===== config.mk =====
export PLATFORM = sky130hd
export DESIGN_NAME = dt_integrator
export DESIGN_NICKNAME = d
export VERILOG_FILES = /design/src/rtl/thermal_pkg.sv /design/src/rtl/q7_clamp.sv /design/src/rtl/dt_integrator.sv
export SDC_FILE = /design/constraint.sdc
export NUM_CORES = 1
export LEC_CHECK = 0
export ABC_CLOCK_PERIOD_IN_PS = 19300
export BUFFER_PORTS_ARGS = -buffer_cell sky130_fd_sc_hd__buf_4
export CAP_MARGIN = 40
export CORE_MARGIN = 3
export CORE_UTILIZATION = 55
export DETAILED_ROUTE_END_ITERATION = 16
export PLACE_DENSITY = 0.86
export SYNTH_ARGS = -nofsm -noshare
export SYNTH_HDL_FRONTEND = slang
export SYNTH_SLANG_ARGS = --single-unit

===== constraint.sdc =====
create_clock -name clk -period 19.3 [get_ports clk]
set_input_delay 1.93 -clock clk [delete_from_list [all_inputs] [get_ports clk]]
set_output_delay 1.93 -clock clk [all_outputs]
set_load 0.02 [all_outputs]

===== src/rtl/thermal_pkg.sv =====
// Shared thermal-path types, constants, FSM encoding and the Q7.0 clamp helper
// used by the slope integrator.
package thermal_pkg;

  typedef logic signed [7:0]  temp_q7_t;
  typedef logic signed [15:0] step_t;

  localparam int K_DT_MAX  = 7;
  localparam int HORIZON_W = 4;

  typedef enum logic [1:0] {
    DTI_IDLE    = 2'd0,
    DTI_TRACK   = 2'd1,
    DTI_PREDICT = 2'd2,
    DTI_STALE   = 2'd3
  } dti_state_e;

  typedef struct packed {
    temp_q7_t val;
    logic     sat;
  } clamp_res_t;

  // High bound is applied before the low bound, so an inverted window yields lo.
  function automatic clamp_res_t clamp_q7(input logic signed [16:0] sum17,
                                          input temp_q7_t lo,
                                          input temp_q7_t hi);
    clamp_res_t        r;
    logic signed [16:0] v17;
    logic signed [16:0] lo17;
    logic signed [16:0] hi17;
    lo17  = {{9{lo[7]}}, lo};
    hi17  = {{9{hi[7]}}, hi};
    v17   = sum17;
    r.sat = 1'b0;
    if (v17 > hi17) begin
      v17   = hi17;
      r.sat = 1'b1;
    end
    if (v17 < lo17) begin
      v17   = lo17;
      r.sat = 1'b1;
    end
    r.val = v17[7:0];
    return r;
  endfunction

endpackage


===== src/rtl/q7_clamp.sv =====
// Combinational clamp of a 17-bit signed sum into a Q7.0 window [lo, hi].
module q7_clamp
  import thermal_pkg::*;
(
  input  logic signed [16:0] sum17,
  input  logic signed [7:0]  lo,
  input  logic signed [7:0]  hi,
  output logic signed [7:0]  val,
  output logic               sat
);

  clamp_res_t res;

  assign res = clamp_q7(sum17, lo, hi);
  assign val = res.val;
  assign sat = res.sat;

endmodule


===== src/rtl/dt_integrator.sv =====
// Integrates the scaled Q7.0 slope stream into a reconstructed temperature,
// produces a clamped H-step look-ahead and flags a stalled slope stream.
module dt_integrator
  import thermal_pkg::*;
#(
  parameter int STALE_MAX = 16
) (
  input  logic                 clk,
  input  logic                 rst,
  input  logic signed [7:0]    T_seed,
  input  logic                 seed,
  input  logic signed [7:0]    dT_in,
  input  logic                 dt_valid,
  input  logic [7:0]           k_dt,
  input  logic [HORIZON_W-1:0] horizon,
  input  logic signed [7:0]    t_lo,
  input  logic signed [7:0]    t_hi,
  output logic signed [7:0]    T_rec,
  output logic                 rec_valid,
  output logic signed [7:0]    T_pred,
  output logic                 pred_valid,
  output logic                 sat,
  output logic                 stale
);

  localparam logic [7:0] STALE_TOP  = 8'(STALE_MAX);
  localparam logic [7:0] STALE_LAST = 8'(STALE_MAX - 1);

  dti_state_e           state_q, state_d;
  temp_q7_t             acc_q, pred_acc_q;
  step_t                last_step_q;
  logic [HORIZON_W-1:0] cnt_q;
  logic [7:0]           stale_cnt_q;

  logic [2:0]         k_eff;
  step_t              step;
  logic signed [16:0] sum17, acc_in17, pred_sum17;
  temp_q7_t           acc_clamped, pred_clamped;
  logic               acc_sat, pred_clamp_unused;

  logic do_seed, do_accept, do_timeout, do_pstep, do_pfire, do_count;

  assign k_eff      = (k_dt > 8'(K_DT_MAX)) ? 3'(K_DT_MAX) : k_dt[2:0];
  assign step       = $signed({{8{dT_in[7]}}, dT_in}) <<< k_eff;
  assign sum17      = {{9{acc_q[7]}}, acc_q} + {step[15], step};
  // The seed value shares the accumulator clamp since both never load together.
  assign acc_in17   = seed ? {{9{T_seed[7]}}, T_seed} : sum17;
  assign pred_sum17 = {{9{pred_acc_q[7]}}, pred_acc_q} + {last_step_q[15], last_step_q};

  q7_clamp u_acc_clamp (
    .sum17 (acc_in17),
    .lo    (t_lo),
    .hi    (t_hi),
    .val   (acc_clamped),
    .sat   (acc_sat)
  );

  q7_clamp u_pred_clamp (
    .sum17 (pred_sum17),
    .lo    (t_lo),
    .hi    (t_hi),
    .val   (pred_clamped),
    .sat   (pred_clamp_unused)
  );

  always_ff @(posedge clk or posedge rst) begin
    if (rst) state_q <= DTI_IDLE;
    else     state_q <= state_d;
  end

  // Priority: seed, then accept, then timeout, then prediction progress.
  always_comb begin
    state_d    = state_q;
    do_seed    = seed;
    do_accept  = 1'b0;
    do_timeout = 1'b0;
    do_pstep   = 1'b0;
    do_pfire   = 1'b0;
    do_count   = 1'b0;
    if (seed) begin
      state_d = DTI_TRACK;
    end else begin
      case (state_q)
        DTI_IDLE: state_d = DTI_IDLE;
        DTI_STALE: begin
          if (dt_valid) begin
            do_accept = 1'b1;
            state_d   = DTI_PREDICT;
          end
        end
        DTI_TRACK, DTI_PREDICT: begin
          if (dt_valid) begin
            do_accept = 1'b1;
            state_d   = DTI_PREDICT;
          end else begin
            do_count = 1'b1;
            if (stale_cnt_q == STALE_LAST) begin
              do_timeout = 1'b1;
              state_d    = DTI_STALE;
            end else if (state_q == DTI_PREDICT) begin
              if (cnt_q != '0) begin
                do_pstep = 1'b1;
              end else begin
                do_pfire = 1'b1;
                state_d  = DTI_TRACK;
              end
            end
          end
        end
        default: state_d = DTI_IDLE;
      endcase
    end
  end

  always_ff @(posedge clk or posedge rst) begin
    if (rst) begin
      acc_q       <= '0;
      pred_acc_q  <= '0;
      last_step_q <= '0;
      cnt_q       <= '0;
      stale_cnt_q <= '0;
      T_rec       <= '0;
      rec_valid   <= 1'b0;
      T_pred      <= '0;
      pred_valid  <= 1'b0;
      sat         <= 1'b0;
      stale       <= 1'b0;
    end else begin
      pred_valid <= 1'b0;
      if (do_seed) begin
        acc_q       <= acc_clamped;
        T_rec       <= acc_clamped;
        last_step_q <= '0;
        stale_cnt_q <= '0;
        sat         <= 1'b0;
        rec_valid   <= 1'b1;
        stale       <= 1'b0;
      end else if (do_accept) begin
        acc_q       <= acc_clamped;
        T_rec       <= acc_clamped;
        last_step_q <= step;
        sat         <= acc_sat;
        pred_acc_q  <= acc_clamped;
        cnt_q       <= horizon;
        stale_cnt_q <= '0;
        stale       <= 1'b0;
      end else begin
        if (do_count && (stale_cnt_q != STALE_TOP)) stale_cnt_q <= stale_cnt_q + 8'd1;
        if (do_timeout) stale <= 1'b1;
        if (do_pstep) begin
          pred_acc_q <= pred_clamped;
          cnt_q      <= cnt_q - 1'b1;
        end
        if (do_pfire) begin
          T_pred     <= pred_acc_q;
          pred_valid <= 1'b1;
        end
      end
    end
  end

endmodule

Yosys cells after proc, flatten, opt, wreduce, memory -nomap -nowiden
Cells that the tools add are included.
{"block": "word_totals", "elab_cells": 99, "register_bits": 58, "output_inout_bits": 20, "in_bits": 48}
{"block": "op_classes", "n_reduce_logical": 12, "n_mux": 56, "n_eq_ne": 8, "add_sub_neg": 4, "n_lt_le_gt_ge": 5, "shifts": 1, "n_bitwise": 2}
{"op": "$mux W8", "n": 9}
{"op": "$mux W17", "n": 3}
{"op": "$add A8 B16 Y17", "n": 2}
{"op": "$gt A17 B8 Y1", "n": 2}
{"op": "$lt A17 B8 Y1", "n": 2}
{"op": "$mux W1", "n": 32}
{"op": "$mux W16", "n": 2}
{"op": "$sshl A8 B3 Y16", "n": 1}
{"op": "$mux W2", "n": 6}
{"op": "$ne A5 B5 Y1 const B", "n": 2}
{"op": "$add A8 B1 Y8 const B", "n": 1}
{"op": "$eq A8 B4 Y1 const B", "n": 1}
{"op": "$gt A8 B3 Y1 const B", "n": 1}
{"op": "$mux W4", "n": 2}
{"op": "$ne A8 B5 Y1 const B", "n": 1}
{"op": "$pmux W2 S3", "n": 1}
{"op": "$reduce_and A3 Y1", "n": 2}
{"op": "$reduce_bool A3 Y1", "n": 2}
{"op": "$eq A2 B2 Y1 const B", "n": 2}
{"op": "$reduce_bool A2 Y1", "n": 2}
{"op": "$reduce_bool A4 Y1", "n": 1}
{"op": "$sub A4 B1 Y4 const B", "n": 1}
{"op": "$mux W3", "n": 1}
{"op": "$ne A3 B3 Y1 const B", "n": 1}
{"op": "7 further kinds", "n": 8}

Depth between registers and ports, before layout
{"block": "logic_depth", "depth_word": 11, "depth_mapped": 37, "mapped_depth_nobuf": 35}

By module
Synthesis repeated with hierarchy kept, for this count alone.
{"block": "unflattened", "hier_cells": 796, "hier_area_um2": 6755.2}
{"mod": "dt_integrator", "instances": 1, "cells_each": 517, "seq_area_each_um2": 1426.4, "area_per_inst_um2": 4438.0}
{"mod": "q7_clamp (u_acc_clamp)", "instances": 1, "cells_each": 140, "seq_area_each_um2": 0.0, "area_per_inst_um2": 1176.1}
{"mod": "q7_clamp (u_pred_clamp)", "instances": 1, "cells_each": 139, "seq_area_each_um2": 0.0, "area_per_inst_um2": 1141.1}

Least setup slack after synthesis
No wires, ideal clock.
{"block": "synth_timing", "kind": "input-to-reg", "startpoint": "input port k_dt[5]", "endpoint": "register pred_acc_q[0]", "t_arrival_ns": 9.308, "setup_time_ns": 0.126, "stages": 35, "n_path_buf": 2, "setup_slack_ns": 9.866, "cell_sequence": "or3_4 or2_2 buf_2 nor2_1 nor2_1 a21oi_1 nor3_1 fa_1 inv_1 o21ai_0 a22oi_1 a311oi_1 a311oi_1 o211ai_1 xnor2_1 o21ai_0 ha_1 a21o_1 a21o_1 a2111oi_0 and3_1 nor2_1 clkbuf_1 nor2_1 a21oi_1 ha_1 a21oi_1 a2bb2oi_1 a21oi_1 o31a_1 or3_1 o311ai_1 a41o_1 mux2_2 a221o_1"}
{"block": "synth_via", "elab_chain_len": 10}
{"item": "start: declaration", "line": "dt_integrator.sv:14", "source": "input logic [7:0] k_dt,"}
{"item": "$gt A8 B3 Y1 *", "line": "dt_integrator.sv:43", "source": "assign k_eff = (k_dt > 8'(K_DT_MAX)) ? 3'(K_DT_MAX) : k_dt[2:0];"}
{"item": "$mux W3 *", "line": "dt_integrator.sv:43"}
{"item": "$sshl A8 B3 Y16 *", "line": "dt_integrator.sv:44", "source": "assign step = $signed({{8{dT_in[7]}}, dT_in}) <<< k_eff;"}
{"item": "$add A8 B16 Y17 *", "line": "dt_integrator.sv:45", "source": "assign sum17 = {{9{acc_q[7]}}, acc_q} + {step[15], step};"}
{"item": "$mux W17 *", "line": "dt_integrator.sv:47", "source": "assign acc_in17 = seed ? {{9{T_seed[7]}}, T_seed} : sum17;"}
{"item": "$gt A17 B8 Y1", "line": "thermal_pkg.sv:35", "source": "if (v17 > hi17) begin"}
{"item": "$mux W17 *", "line": "thermal_pkg.sv:35"}
{"item": "$lt A17 B8 Y1", "line": "thermal_pkg.sv:39", "source": "if (v17 < lo17) begin"}
{"item": "$mux W8 *", "line": "thermal_pkg.sv:39"}
{"item": "$mux W8 *", "line": "dt_integrator.sv:138", "source": "end else if (do_accept) begin"}
{"item": "end signal: assignment", "line": "dt_integrator.sv:143", "source": "pred_acc_q <= acc_clamped;"}
{"item": "end signal: assignment", "line": "dt_integrator.sv:151", "source": "pred_acc_q <= pred_clamped;"}
{"item": "end: declaration", "line": "dt_integrator.sv:30", "source": "temp_q7_t acc_q, pred_acc_q;"}
Every way passes the cells marked *; elsewhere a longest branch is shown, timed or not.
A chain may end at the register's enable or synchronous reset.

Final worst setup path
Same ends and word-level chain as after synthesis.

==> run_results.csv <==
group,metric,value,unit
grt,gr-total-overflow,0,
floorplan,die_w,115,µm
route,drt_iter0_drc,693,
route,drt.antenna.violating_nets,0,
setup_path,path_max_fanout,13,
place,portBuffers,67,
timing,fin_crit_sh,54.2,%
logic_synthesis,yosys_warnings,0,
final_layout,nets,1003,
grt,grt_max_degree,58,
logic_synthesis,synth_cell_type_count,69,
logic_synthesis,synth_flop_cell,"dfrtp_1",
run,max-cap-violations,0,
setup_path,arrival,10670,ps
place,place.gp.congestion,0.983,
logic_synthesis,synth_cells,796,
timing,rsz0062_at_grt,"no",
clock_network,clock_path_buffers,2,
timing,final.setup.tns,0,ps
route,drt_pass1_iterations,5,
final_layout,diodes,0,
clock_network,cts_made_buffers,9,
grt,grt_busiest_layer,"met2",
timing,slew_violations,0,
setup_path,startpoint_type,"primary input",
clock_network,clk_latency,340,ps
timing,finClkSkew,10.8,ps
grt,met2_usage,46.1,%
place,place_area,0.00711,mm²
grt,antenna_found_initial,0,
grt,use_met1,39.7,%
pwr,power.leakage,3.66,nW
status,outcome,"completed",
route,via_count,6514,
grt,grt_pass1_wl,30400,µm
route,drc_errors,0,
logic_synthesis,ys_seq_area_share,22.0,%
floorplan,num_rows,39,
clock_network,cts_tree,"yes",
floorplan,die_h,115,µm
logic_synthesis,ys_seq_elements,57,
floorplan,start_util,56.6,%
pwr,power_density,147,mW/mm²
final_layout,final_layout_size_suffix_gt1_share,13.9,%
clock_network,cts_setup_buffers,0,
timing,tightest_slew,858,ps
place,pre_cts_slack,8640,ps
logic_synthesis,syn_nets,947,
final_layout,syn_to_final_growth,14.8,%
clock_network,cts_root_buf,"clkbuf_16",
timing,layout_min_cycle_time,10450,ps
route,wirelength,18800,µm
timing,slew_headroom,42.7,%
timing,hold_viol,0,
logic_synthesis,syn_area,0.00649,mm²
clock_network,htree_levels,3,
place,hpwlAfterDp,14600,µm
clock_network,cts_resized,0,
floorplan,coreArea,0.0115,mm²
timing,layout_setup_ws,8850,ps
setup_path,slowest_stage,"a41o_1",
route,via_per_inst,6.51,
clock_network,path_clk_slew,60,ps
final_layout,design_area,0.00746,mm²
grt,met3_usage,3.22,%
floorplan,dieArea,0.0131,mm²
floorplan,pin_count,68,
setup_path,crit_type,"in2reg",
route,wire_per_inst,18.8,µm
setup_path,max_stage_delay,580,ps
logic_synthesis,synth_edf_count,0,
pwr,total_power,1.10,mW
timing,clock.fmax,95.7,MHz
timing,setup_viol,0,
hold_path,hold_class,"reg2reg",
setup_path,endpoint_kind,"flip-flop",
grt,grt_usage,28.8,%
pwr,ir_drop,0.0000992,V
setup_path,cp.required,19520,ps
clock_network,clock_sinks,57,
clock_network,hold_buffers,0,
logic_synthesis,synthArstFlopShare,100,%
grt,first_global_vias,6183,
logic_synthesis,avgSynthCellArea,8.16,µm²
## sequential cells by signal, indices dropped and copies added, names as in the netlist
signal       cells
pred_acc_q       8
stale_cnt_q      8
pred_valid       1
state_q          2
sat              1
rec_valid        1
acc_q            8
cnt_q            4
T_pred           8
stale            1
last_step_q     15
## path summary, 6_finish.rpt
check | start | endpoint | slack, ps | cells past startpoint
setup / recovery | k_dt[5] | pred_acc_q[0]$_DFFE_PP0P_ | 8850 | 31
hold / removal | rec_valid$_DFFE_PP0P_ | rec_valid$_DFFE_PP0P_ | 480 | 1
min in group asynchronous | rst | T_pred[7]$_DFFE_PP0P_ | 1810 | 3
max in group asynchronous | rst | last_step_q[13]$_DFFE_PP0N_ | 16970 | 3
setup reg to reg | acc_q[0]$_DFFE_PP0N_ | pred_acc_q[0]$_DFFE_PP0P_ | 11530 | 27
hold reg to reg | rec_valid$_DFFE_PP0P_ | rec_valid$_DFFE_PP0P_ | 480 | 1
## cell usage in the layout, fill, tap and decap left out, types with 17 or more instances in the layout
| master | n |
|---|---|
| dfrtp_1 | 57 |
| nor3_1 | 17 |
| a21oi_1 | 61 |
| nand2_1 | 87 |
| nor2_1 | 70 |
| xnor2_1 | 18 |
| ha_1 | 101 |
| o21ai_0 | 51 |
| inv_1 | 40 |
| a21o_1 | 23 |
| buf_4 | 72 |
## per-layer routing
layer	vias up	share of wire [%]	routed length, µm
met5	-	0	0
met4	0	4.0	744
met3	59	7.2	1360
met2	299	45	8490
met1	3071	44	8230
li1	3085	-	-
## worst max-delay path, delay by kind of cell
family | cells | cell delay [ps]
xor+xnor | 1 | 280
fa+ha+maj | 4 | 1210
simple gates | 6 | 2200
compound gates | 17 | 4250
mux | 1 | 420
buf+inv | 2 | 390
## synth_stat cells (9+ instances only)
library cell	number	share of area, %
ha_1	101	19
nand2_1	87	5.0
nor2_1	70	4.0
a21oi_1	61	4.7
dfrtp_1	57	22
o21ai_0	51	3.9
inv_1	41	2.4
a21o_1	23	2.7
clkbuf_1	19	1.1
xnor2_1	18	2.4
nor3_1	17	1.3
mux2i_1	16	2.5
mux2_2	15	2.6
a22o_1	13	1.8
nand4_1	13	1.3
xor2_1	12	1.6
o21a_1	11	1.3
a211oi_1	9	1.0
and3_1	9	0.87
nand2b_1	9	0.87
## report_power, final
group          total, mW  internal, mW  switching (mW)  leakage [nW]
clock network      0.193         0.127          0.0652         0.171
logic              0.712         0.298           0.414          2.75
registers          0.192         0.149          0.0425         0.741
## logic make-up after synthesis
| kind of cell | share of synthesized area [%] |
|---|---|
| flip-flops | 22.0 |
| AND/OR/NAND/NOR | 19.4 |
| multiplexers | 5.42 |
| AO/OA/AOI/OAI | 24.9 |
| adder cells (fa/ha/maj) | 20.2 |
| XOR/XNOR | 4.05 |
| buffers and inverters | 4.07 |
## stage by stage
stage,hold slack (ps),util (%),instances
floorplan,454,-,796
global placement,464,61.9,983
detailed placement,458,62.0,984
CTS,483,65.0,1000
global route,496,65.0,1000
finish,479,65.0,1000
## cell type report
cell class | count | area (µm²)
Multi-Input combinational cell | 670 | 4800
Clock inverter | 7 | 125
Tap cell | 143 | 179
Inverter | 42 | 158
Clock buffer | 9 | 225
Timing Repair Buffer | 72 | 541
Sequential cell | 57 | 1430
Fill cell | 959 | 4010
Note: power is estimated with default switching activity, not from simulation.
